[src/rtl/pixel_channel_sequencer_pkg.sv]
// Shared types and constants for the pixel channel sequencer and the strength adder it feeds.
// Latency: n/a (types, constants and pure helper functions only).
// Backpressure: n/a. Optional macro BGR_ORDER_EN selects a B,G,R byte order instead of R,G,B.
package pixel_channel_sequencer_pkg;

  localparam int BYTE_W     = 8;
  localparam int STRENGTH_W = 22;

  typedef enum logic [1:0] {
    S_IDLE   = 2'd0,
    S_ACTIVE = 2'd1,
    S_FLUSH  = 2'd2
  } state_e;

  typedef enum logic [1:0] {
    PH_R = 2'd0,
    PH_G = 2'd1,
    PH_B = 2'd2
  } phase_e;

`ifdef BGR_ORDER_EN
  // Stream arrives as B,G,R: a pixel starts on B and is complete after R.
  localparam phase_e PH_FIRST = PH_B;
  localparam phase_e PH_LAST  = PH_R;
`else
  // Stream arrives as R,G,B: a pixel starts on R and is complete after B.
  localparam phase_e PH_FIRST = PH_R;
  localparam phase_e PH_LAST  = PH_B;
`endif

  // Channel that follows p in the stream order.
  function automatic phase_e next_phase(input phase_e p);
    phase_e n;
    n = PH_FIRST;
`ifdef BGR_ORDER_EN
    case (p)
      PH_B:    n = PH_G;
      PH_G:    n = PH_R;
      default: n = PH_B;
    endcase
`else
    case (p)
      PH_R:    n = PH_G;
      PH_G:    n = PH_B;
      default: n = PH_R;
    endcase
`endif
    return n;
  endfunction

  // Enable vector {R,G,B} for a channel; an illegal code raises nothing.
  function automatic logic [2:0] phase_onehot(input phase_e p);
    logic [2:0] oh;
    oh = 3'b000;
    case (p)
      PH_R:    oh = 3'b100;
      PH_G:    oh = 3'b010;
      PH_B:    oh = 3'b001;
      default: oh = 3'b000;
    endcase
    return oh;
  endfunction

endpackage

[src/rtl/pixel_channel_sequencer_rgb_phase_ctr.sv]
// Mod-3 channel rotator: tracks which colour channel the next accepted byte belongs to.
// Latency: phase updates one cycle after clear_i/advance_i; last_ch_o decodes the current phase.
// Backpressure: none; advance_i is only pulsed for accepted bytes. Honours BGR_ORDER_EN via the package.
module pixel_channel_sequencer_rgb_phase_ctr
  import pixel_channel_sequencer_pkg::*;
(
  input  logic       clk,
  input  logic       reset,
  input  logic       clear_i,
  input  logic       advance_i,
  output logic [1:0] phase_o,
  output logic       last_ch_o
);

  phase_e phase_q;
  phase_e phase_d;

  // Next phase: clear wins over advance so a restart always begins on the first channel.
  always_comb begin
    phase_d = phase_q;
    if (clear_i) begin
      phase_d = PH_FIRST;
    end else if (advance_i) begin
      phase_d = next_phase(phase_q);
    end
  end

  // Phase register with synchronous reset to the first channel of a pixel.
  always_ff @(posedge clk) begin
    if (reset) begin
      phase_q <= PH_FIRST;
    end else begin
      phase_q <= phase_d;
    end
  end

  assign phase_o   = phase_q;
  assign last_ch_o = (phase_q == PH_LAST);

endmodule

[src/rtl/pixel_channel_sequencer.sv]
// Steers an interleaved channel byte stream onto strength_out with one channel enable, and frames the image.
// Latency: one cycle from an accepted byte to strength_out/enable; frame_done one cycle after the last enable.
// Backpressure: none; bytes outside an active frame are dropped. Optional macro BGR_ORDER_EN selects B,G,R order.
module pixel_channel_sequencer
  import pixel_channel_sequencer_pkg::*;
#(
  parameter int NUM_PIXELS = 16384,
  parameter int CNT_W      = 15
) (
  input  logic              clk,
  input  logic              reset,
  input  logic              frame_start,
  input  logic [BYTE_W-1:0] pixel_in,
  input  logic              pixel_valid,
  output logic [BYTE_W-1:0] strength_out,
  output logic              Radd_en,
  output logic              Gadd_en,
  output logic              Badd_en,
  output logic              acc_clear,
  output logic              busy,
  output logic              frame_done
);

  state_e            state_q;
  logic [CNT_W-1:0]  pixel_cnt_q;
  logic [BYTE_W-1:0] strength_q;
  logic [2:0]        en_q;
  logic              acc_clear_q;
  logic              busy_q;
  logic              frame_done_q;

  logic [1:0]        phase_raw;
  phase_e            cur_phase;
  logic              last_ch;
  logic              accept;
  logic              last_pixel;
  logic              cnt_sat;

  // A byte is taken only inside a frame, and never in a cycle that restarts the frame.
  assign accept     = (state_q == S_ACTIVE) && pixel_valid && !frame_start;
  assign last_pixel = (pixel_cnt_q == CNT_W'(NUM_PIXELS - 1));
  assign cnt_sat    = (pixel_cnt_q == CNT_W'(NUM_PIXELS));
  assign cur_phase  = phase_e'(phase_raw);

  pixel_channel_sequencer_rgb_phase_ctr u_phase_ctr (
    .clk       (clk),
    .reset     (reset),
    .clear_i   (frame_start),
    .advance_i (accept),
    .phase_o   (phase_raw),
    .last_ch_o (last_ch)
  );

  // Frame FSM with registered outputs; frame_start restarts from any state and suppresses frame_done.
  always_ff @(posedge clk) begin
    if (reset) begin
      state_q      <= S_IDLE;
      pixel_cnt_q  <= '0;
      strength_q   <= '0;
      en_q         <= 3'b000;
      acc_clear_q  <= 1'b0;
      busy_q       <= 1'b0;
      frame_done_q <= 1'b0;
    end else begin
      // Pulsed outputs default low; strength_q holds between bytes.
      en_q         <= 3'b000;
      acc_clear_q  <= 1'b0;
      frame_done_q <= 1'b0;
      if (frame_start) begin
        state_q     <= S_ACTIVE;
        pixel_cnt_q <= '0;
        acc_clear_q <= 1'b1;
        busy_q      <= 1'b1;
      end else begin
        case (state_q)
          S_IDLE: begin
            busy_q <= 1'b0;
          end
          S_ACTIVE: begin
            if (pixel_valid) begin
              strength_q <= pixel_in;
              en_q       <= phase_onehot(cur_phase);
              if (last_ch) begin
                if (!cnt_sat) begin
                  pixel_cnt_q <= pixel_cnt_q + CNT_W'(1);
                end
                // Last channel of the last pixel: its enable goes out next cycle, then frame_done.
                if (last_pixel) begin
                  state_q <= S_FLUSH;
                end
              end
            end
          end
          S_FLUSH: begin
            frame_done_q <= 1'b1;
            busy_q       <= 1'b0;
            state_q      <= S_IDLE;
          end
          default: begin
            busy_q  <= 1'b0;
            state_q <= S_IDLE;
          end
        endcase
      end
    end
  end

  assign strength_out = strength_q;
  assign Radd_en      = en_q[2];
  assign Gadd_en      = en_q[1];
  assign Badd_en      = en_q[0];
  assign acc_clear    = acc_clear_q;
  assign busy         = busy_q;
  assign frame_done   = frame_done_q;

endmodule
[config.mk]
export PLATFORM = sky130hd
export DESIGN_NAME = pixel_channel_sequencer
export DESIGN_NICKNAME = d
export VERILOG_FILES = /design/src/rtl/pixel_channel_sequencer_pkg.sv /design/src/rtl/pixel_channel_sequencer_rgb_phase_ctr.sv /design/src/rtl/pixel_channel_sequencer.sv
export SDC_FILE = /design/constraint.sdc
export NUM_CORES = 1
export LEC_CHECK = 0
export CORE_MARGIN = 1.5
export CORE_UTILIZATION = 40
export DETAILED_ROUTE_END_ITERATION = 12
export PLACE_DENSITY = 0.73
export SETUP_SLACK_MARGIN = 0.2
export SLEW_MARGIN = 10
export SYNTH_ARGS = -nofsm -noshare
export SYNTH_HDL_FRONTEND = slang
export SYNTH_SLANG_ARGS = --single-unit
[constraint.sdc]
create_clock -name clk -period 1.95 [get_ports clk]
set_input_delay 0.39 -clock clk [delete_from_list [all_inputs] [get_ports clk]]
set_output_delay 0.39 -clock clk [all_outputs]
set_load 0.1 [all_outputs]
; Yosys cells after proc, flatten, opt, wreduce, memory -nomap -nowiden
; Cells that the tools add are included.
[totals]
register_bits = 33
latch_bits = 0
ram_bits = 0
mem_bits_ro = 0
mem_count = 0
[classes]
addsub = 1
n_mul = 0
n_div = 0
n_lt_le_gt_ge = 0
n_eq_ne = 14
shift = 0
muxes = 11
bitwise = 5
reduce_logical = 11
[ops]
columns = operator, count
row1 = $add 15x1->15 const B, 1
row2 = $eq 15x14->1 const B, 1
row3 = $eq 15x15->1 const B, 1
row4 = $reduce_and 4->1, 3
row5 = $ne 2x2->1 const B, 5
row6 = $ne 3x3->1 const B, 3
row7 = $pmux 3 s3, 1
row8 = $pmux 2 s2, 2
row9 = $mux 2, 3
row10 = $mux 1, 5
row11 = $not 1->1, 5
row12 = $eq 2x1->1 const B, 2
row13 = $eq 2x2->1 const B, 2
row14 = $logic_not 2->1, 2
row15 = $reduce_or 4->1, 1
row16 = $reduce_and 3->1, 1
row17 = $logic_and 1x1->1, 2
row18 = $reduce_or 2->1, 1
row19 = $logic_not 1->1, 1

; Longest topological paths before layout
[depth]
depth_word = 6
depth_mapped = 6

; By module
; Synthesis repeated with hierarchy kept, for this count alone.
[unflattened]
cells_unflattened = 169
hier_area_um2 = 1452.6
[by_module_without_submodules]
columns = module, n_inst, cells_each, area_per_inst_um2, seq_area_each_um2
row1 = pixel_channel_sequencer, 1, 160, 1357.6, 620.6
row2 = pixel_channel_sequencer_rgb_phase_ctr, 1, 9, 95.1, 40.0

; Worst setup path after synthesis
; No wires, ideal clock.
[synth_path]
path_type = register to register
start = register pixel_cnt_q[0]
end = register pixel_cnt_q[14]
arrival_time_ns = 1.712
slack_ns = 0.179
stages_incl_launch_ff = 6
synth_period_minus_slack_ns = 1.771
path_cell_list = dfxtp_1 > ha_1 > nand4b_2 > or4_4 > or4_1 > nand2_1
[synth_between]
elab_chain_len = 3
word_cells_on_any_way = 4
[synth_rtl]
columns = item, line
row1 = start: declaration, pixel_channel_sequencer.sv:25  ; logic [CNT_W-1:0] pixel_cnt_q;
row2 = start signal: assignment, pixel_channel_sequencer.sv:85  ; pixel_cnt_q <= pixel_cnt_q + CNT_W'(1);
row3 = branches (longest 3 deep; another with $add 15x1->15), n/a
; Parallel ways; which one is timed is not known.
; A chain may end at the register's enable or synchronous reset.

; Worst setup path after layout
; Same ends and word-level chain as after synthesis.

==> reports/results.ini <==
[outcome]
run_status = complete, no violations

[power]
vdd_drop_max_v = 0.0002761
p_leak_uw = 0.0007174
powerDensity_nw_per_um2 = 622.2

[run]
cap_violations = 0

[yosys]
synth-edff-count = 0
yosysTopAreaCell = dfxtp_1
synth-main-ff-cell = dfxtp_1
syn_area_um2 = 1424
yosys.cell_types.count = 36
synth_nets = 181
seq_area_frac_synth_pct = 46.40
synth_top_area_share_pct = 46.40
syn_inst = 167
synth_area_leaders = dfxtp_1, nand2_1, a21oi_1
ys_seq_elements = 33
synth.avg_cell_area_um2 = 8.526
ys_async_sr_fraction_pct = 0
synth_warnings = 0

[grt]
track_usage_pct = 18.95
grt_pass1_vias = 1318
antenna_found_initial = 0
grt-ovfl-total = 0
grt_pass1_wl_um = 5913
grt_start_max_net_pins = 14

[sta]
setup_viol = 0
rsz0062_at_grt = true
tns_ns = 0
slew_viol_final = 0
period_share_pct = 87.44
relSlewSlack_pct = 74.22
hold_viol = 0
setup_ws_ns = 0.2450
min_period_ns = 1.705
worstMarginPinSlew_ns = 0.3832
max_freq_mhz = 586.5
skew_ns = 0.01262

[floorplanning]
row_count = 21
core_area_um2 = 3363
die_h_um = 62.66
die_x_um = 62.66
io_pins = 26
die-area_um2 = 3926
start_util_pct = 42.34

[clock_tree]
cts_inserted_buffers = 5
postCtsHoldBufs = 0
cts_root_buf = clkbuf_4
cts_tree = done
htreeDepth = 2
cts.reportedPaths.clkPinSlew_ns = 0.11
clock_latency_ns = 0.34
cts_buffer_depth = 2
cts.sinks = 33

[drt]
drc_errors = 0
ant_nets = 0
drt-wirelength-per-cell_um = 13.36
first_pass_iters = 4
vias_per_cell = 5.240
vias = 1352
dr_wl_met3_um = 177
wl_met1_um = 1427
routed.top_layer = met4
route.met2.wl_um = 1789
first_iter_violations = 23
route.final.wire_length_um = 3447

[critical_path]
cp_slowest_cell = or4_4
reg2reg_depth = 5
startpoint_type = flip-flop
cpPeakStageDelay_ns = 0.52
timing.rr.end = pixel_cnt_q[14]$_SDFFE_PP0P_
r2r_slack_ns = 0.25
crit_path_frequent_cell = or4_4
arrival_ns = 2.00
worstSetupPathType = flip-flop to flip-flop
worstPathCellList = ha_4 > nand4b_4 > or4_4 > or4_4 > nand2_2
path_buf_inv = 0
end_kind = flip-flop
crit_family = simple AND/OR/NAND/NOR gates
r2r_start = pixel_cnt_q[0]$_SDFFE_PP0P_
crit_required_ns = 2.24
path_max_fanout = 4

[final_layout]
drive_gt1_share_pct = 31.60
area_growth_pct = 34.71
diodes = 0
fin_nets = 225
fillCellCount = 331
fin_util_pct = 57.03
stdcell_count = 258
fin_area_um2 = 1918

[place]
post_dp_cell_area_um2 = 1792
gp_congestion = 0.7822
dp_hpwl_um = 2580
dp_cells = 245
io_buffers = 25
pre_cts_ws_ns = -0.3175

[worst_hold_path]
hold_path.class = flip-flop to flip-flop
hold_path.startpoint = strength_out[4]$_SDFFE_PP0P_
hold_depth = 2
holdPathEnd = strength_out[4]$_SDFFE_PP0P_

[layout by cell type (no fill, tap or decap), drive strengths merged, types with 3 or more instances in the layout]
cell type | netlist | routed
nand2 | 28 | 28
nand3 | 7 | 7
clkbuf | 5 | 5
a21oi | 19 | 19
dfxtp | 33 | 33
nor2 | 8 | 8
buf | 0 | 31
or3 | 4 | 4
nor4 | 3 | 3
clkdlybuf4s50 | 0 | 10
nor2b | 3 | 3
inv | 7 | 7
nor3 | 4 | 4
or4 | 8 | 8
o21ai | 6 | 6
nand4 | 4 | 4
and2 | 3 | 3
o211ai | 3 | 3
[how the worst max path moves through the flow]
stage                                           start                           end  slack (ns)  cells after the start
final                     pixel_cnt_q[0]$_SDFFE_PP0P_  pixel_cnt_q[14]$_SDFFE_PP0P_        0.25                      5
after global routing      pixel_cnt_q[0]$_SDFFE_PP0P_  pixel_cnt_q[12]$_SDFFE_PP0P_        0.18                      5
after CTS                 pixel_cnt_q[9]$_SDFFE_PP0P_       state_q[0]$_SDFFE_PP0P_        0.22                      4
after detailed placement                  pixel_valid  pixel_cnt_q[14]$_SDFFE_PP0P_       -0.32                      5
after global placement                    pixel_valid  pixel_cnt_q[14]$_SDFFE_PP0P_       -0.24                      5
after floorplan           pixel_cnt_q[1]$_SDFFE_PP0P_  pixel_cnt_q[14]$_SDFFE_PP0P_        0.20                      5
[metrics by stage]
step / power, uW / hold WS [ns]
after global routing: 1255 / 0.4902
after CTS: 1215 / 0.4620
after global placement: 835.5 / 0.4418
final: 1193 / 0.4598
after floorplan: 784.6 / 0.4616
after detailed placement: 837.7 / 0.4478
[sequential cells by signal, indices dropped and copies added (netlist names)]
name and flops:
acc_clear 1, busy 1, state_q 2, u_phase_ctr.phase_o 2, strength_out 8, en_q 3, frame_done 1, pixel_cnt_q 15
[metal layers]
metal,up-vias,GRT usage (%)
met4,0,8.889
li1,695,-
met5,-,0
met3,6,5.586
met2,33,34.01
met1,618,20.32
[worst reg2reg max path, cell delays in order, from the launching register on]
cell and delay [ns]:
dfxtp_4 0.38, ha_4 0.15, nand4b_4 0.10, or4_4 0.52, or4_4 0.43, nand2_2 0.08
[area by class of cell]
cell class / count / area [um^2] / share of cell area [%]
multi-input cells: 122 / 755.7 / 39.40
inverters: 7 / 26.28 / 1.370
flip-flops and latches: 33 / 681.9 / 35.55
well taps: 46 / 57.56 / 3.001
repair buffers: 42 / 341.6 / 17.81
clock buffers: 5 / 37.54 / 1.957
clock inverters: 3 / 17.52 / 0.9132
[where the power goes]
group | switching, uW | internal, uW
logic | 87.1 | 45.1
clock network | 239 | 136
registers | 6.21 | 680
total | 332 | 861
[cells by family after synthesis]
| group | count (synthesis) | synth area share (%) |
|---|---|---|
| xor gates and xnor gates | 2 | 1.230 |
| buffers and inverters | 12 | 3.164 |
| AOI/OAI and AO/OA | 33 | 13.36 |
| DFF | 33 | 46.40 |
| adders and majority gates | 2 | 1.757 |
| and+or+nand+nor | 85 | 34.10 |
[Yosys cell counts, types with 2 or more instances]
master    number
a21oi_1       19
and2_1         2
and4_1         2
clkbuf_1       5
dfxtp_1       33
ha_1           2
inv_1          7
nand2_1       28
nand3_1        7
nand4_1        4
nor2_1         8
nor2b_1        3
nor3_1         4
nor4_1         3
o211ai_1       3
o21ai_0        6
o31ai_1        2
or2_2          2
or3_1          3
or4_1          7
xnor2_1        2
[timing repair]
action | in CTS | in global routing
pin swaps | 3 | 3
cloned | 0 | 0
setup endpoints to repair | 7 | 9
buffers inserted | 4 | 1
gates resized for setup | 7 | 11
No activity file was read; power rests on OpenSTA's default activity.
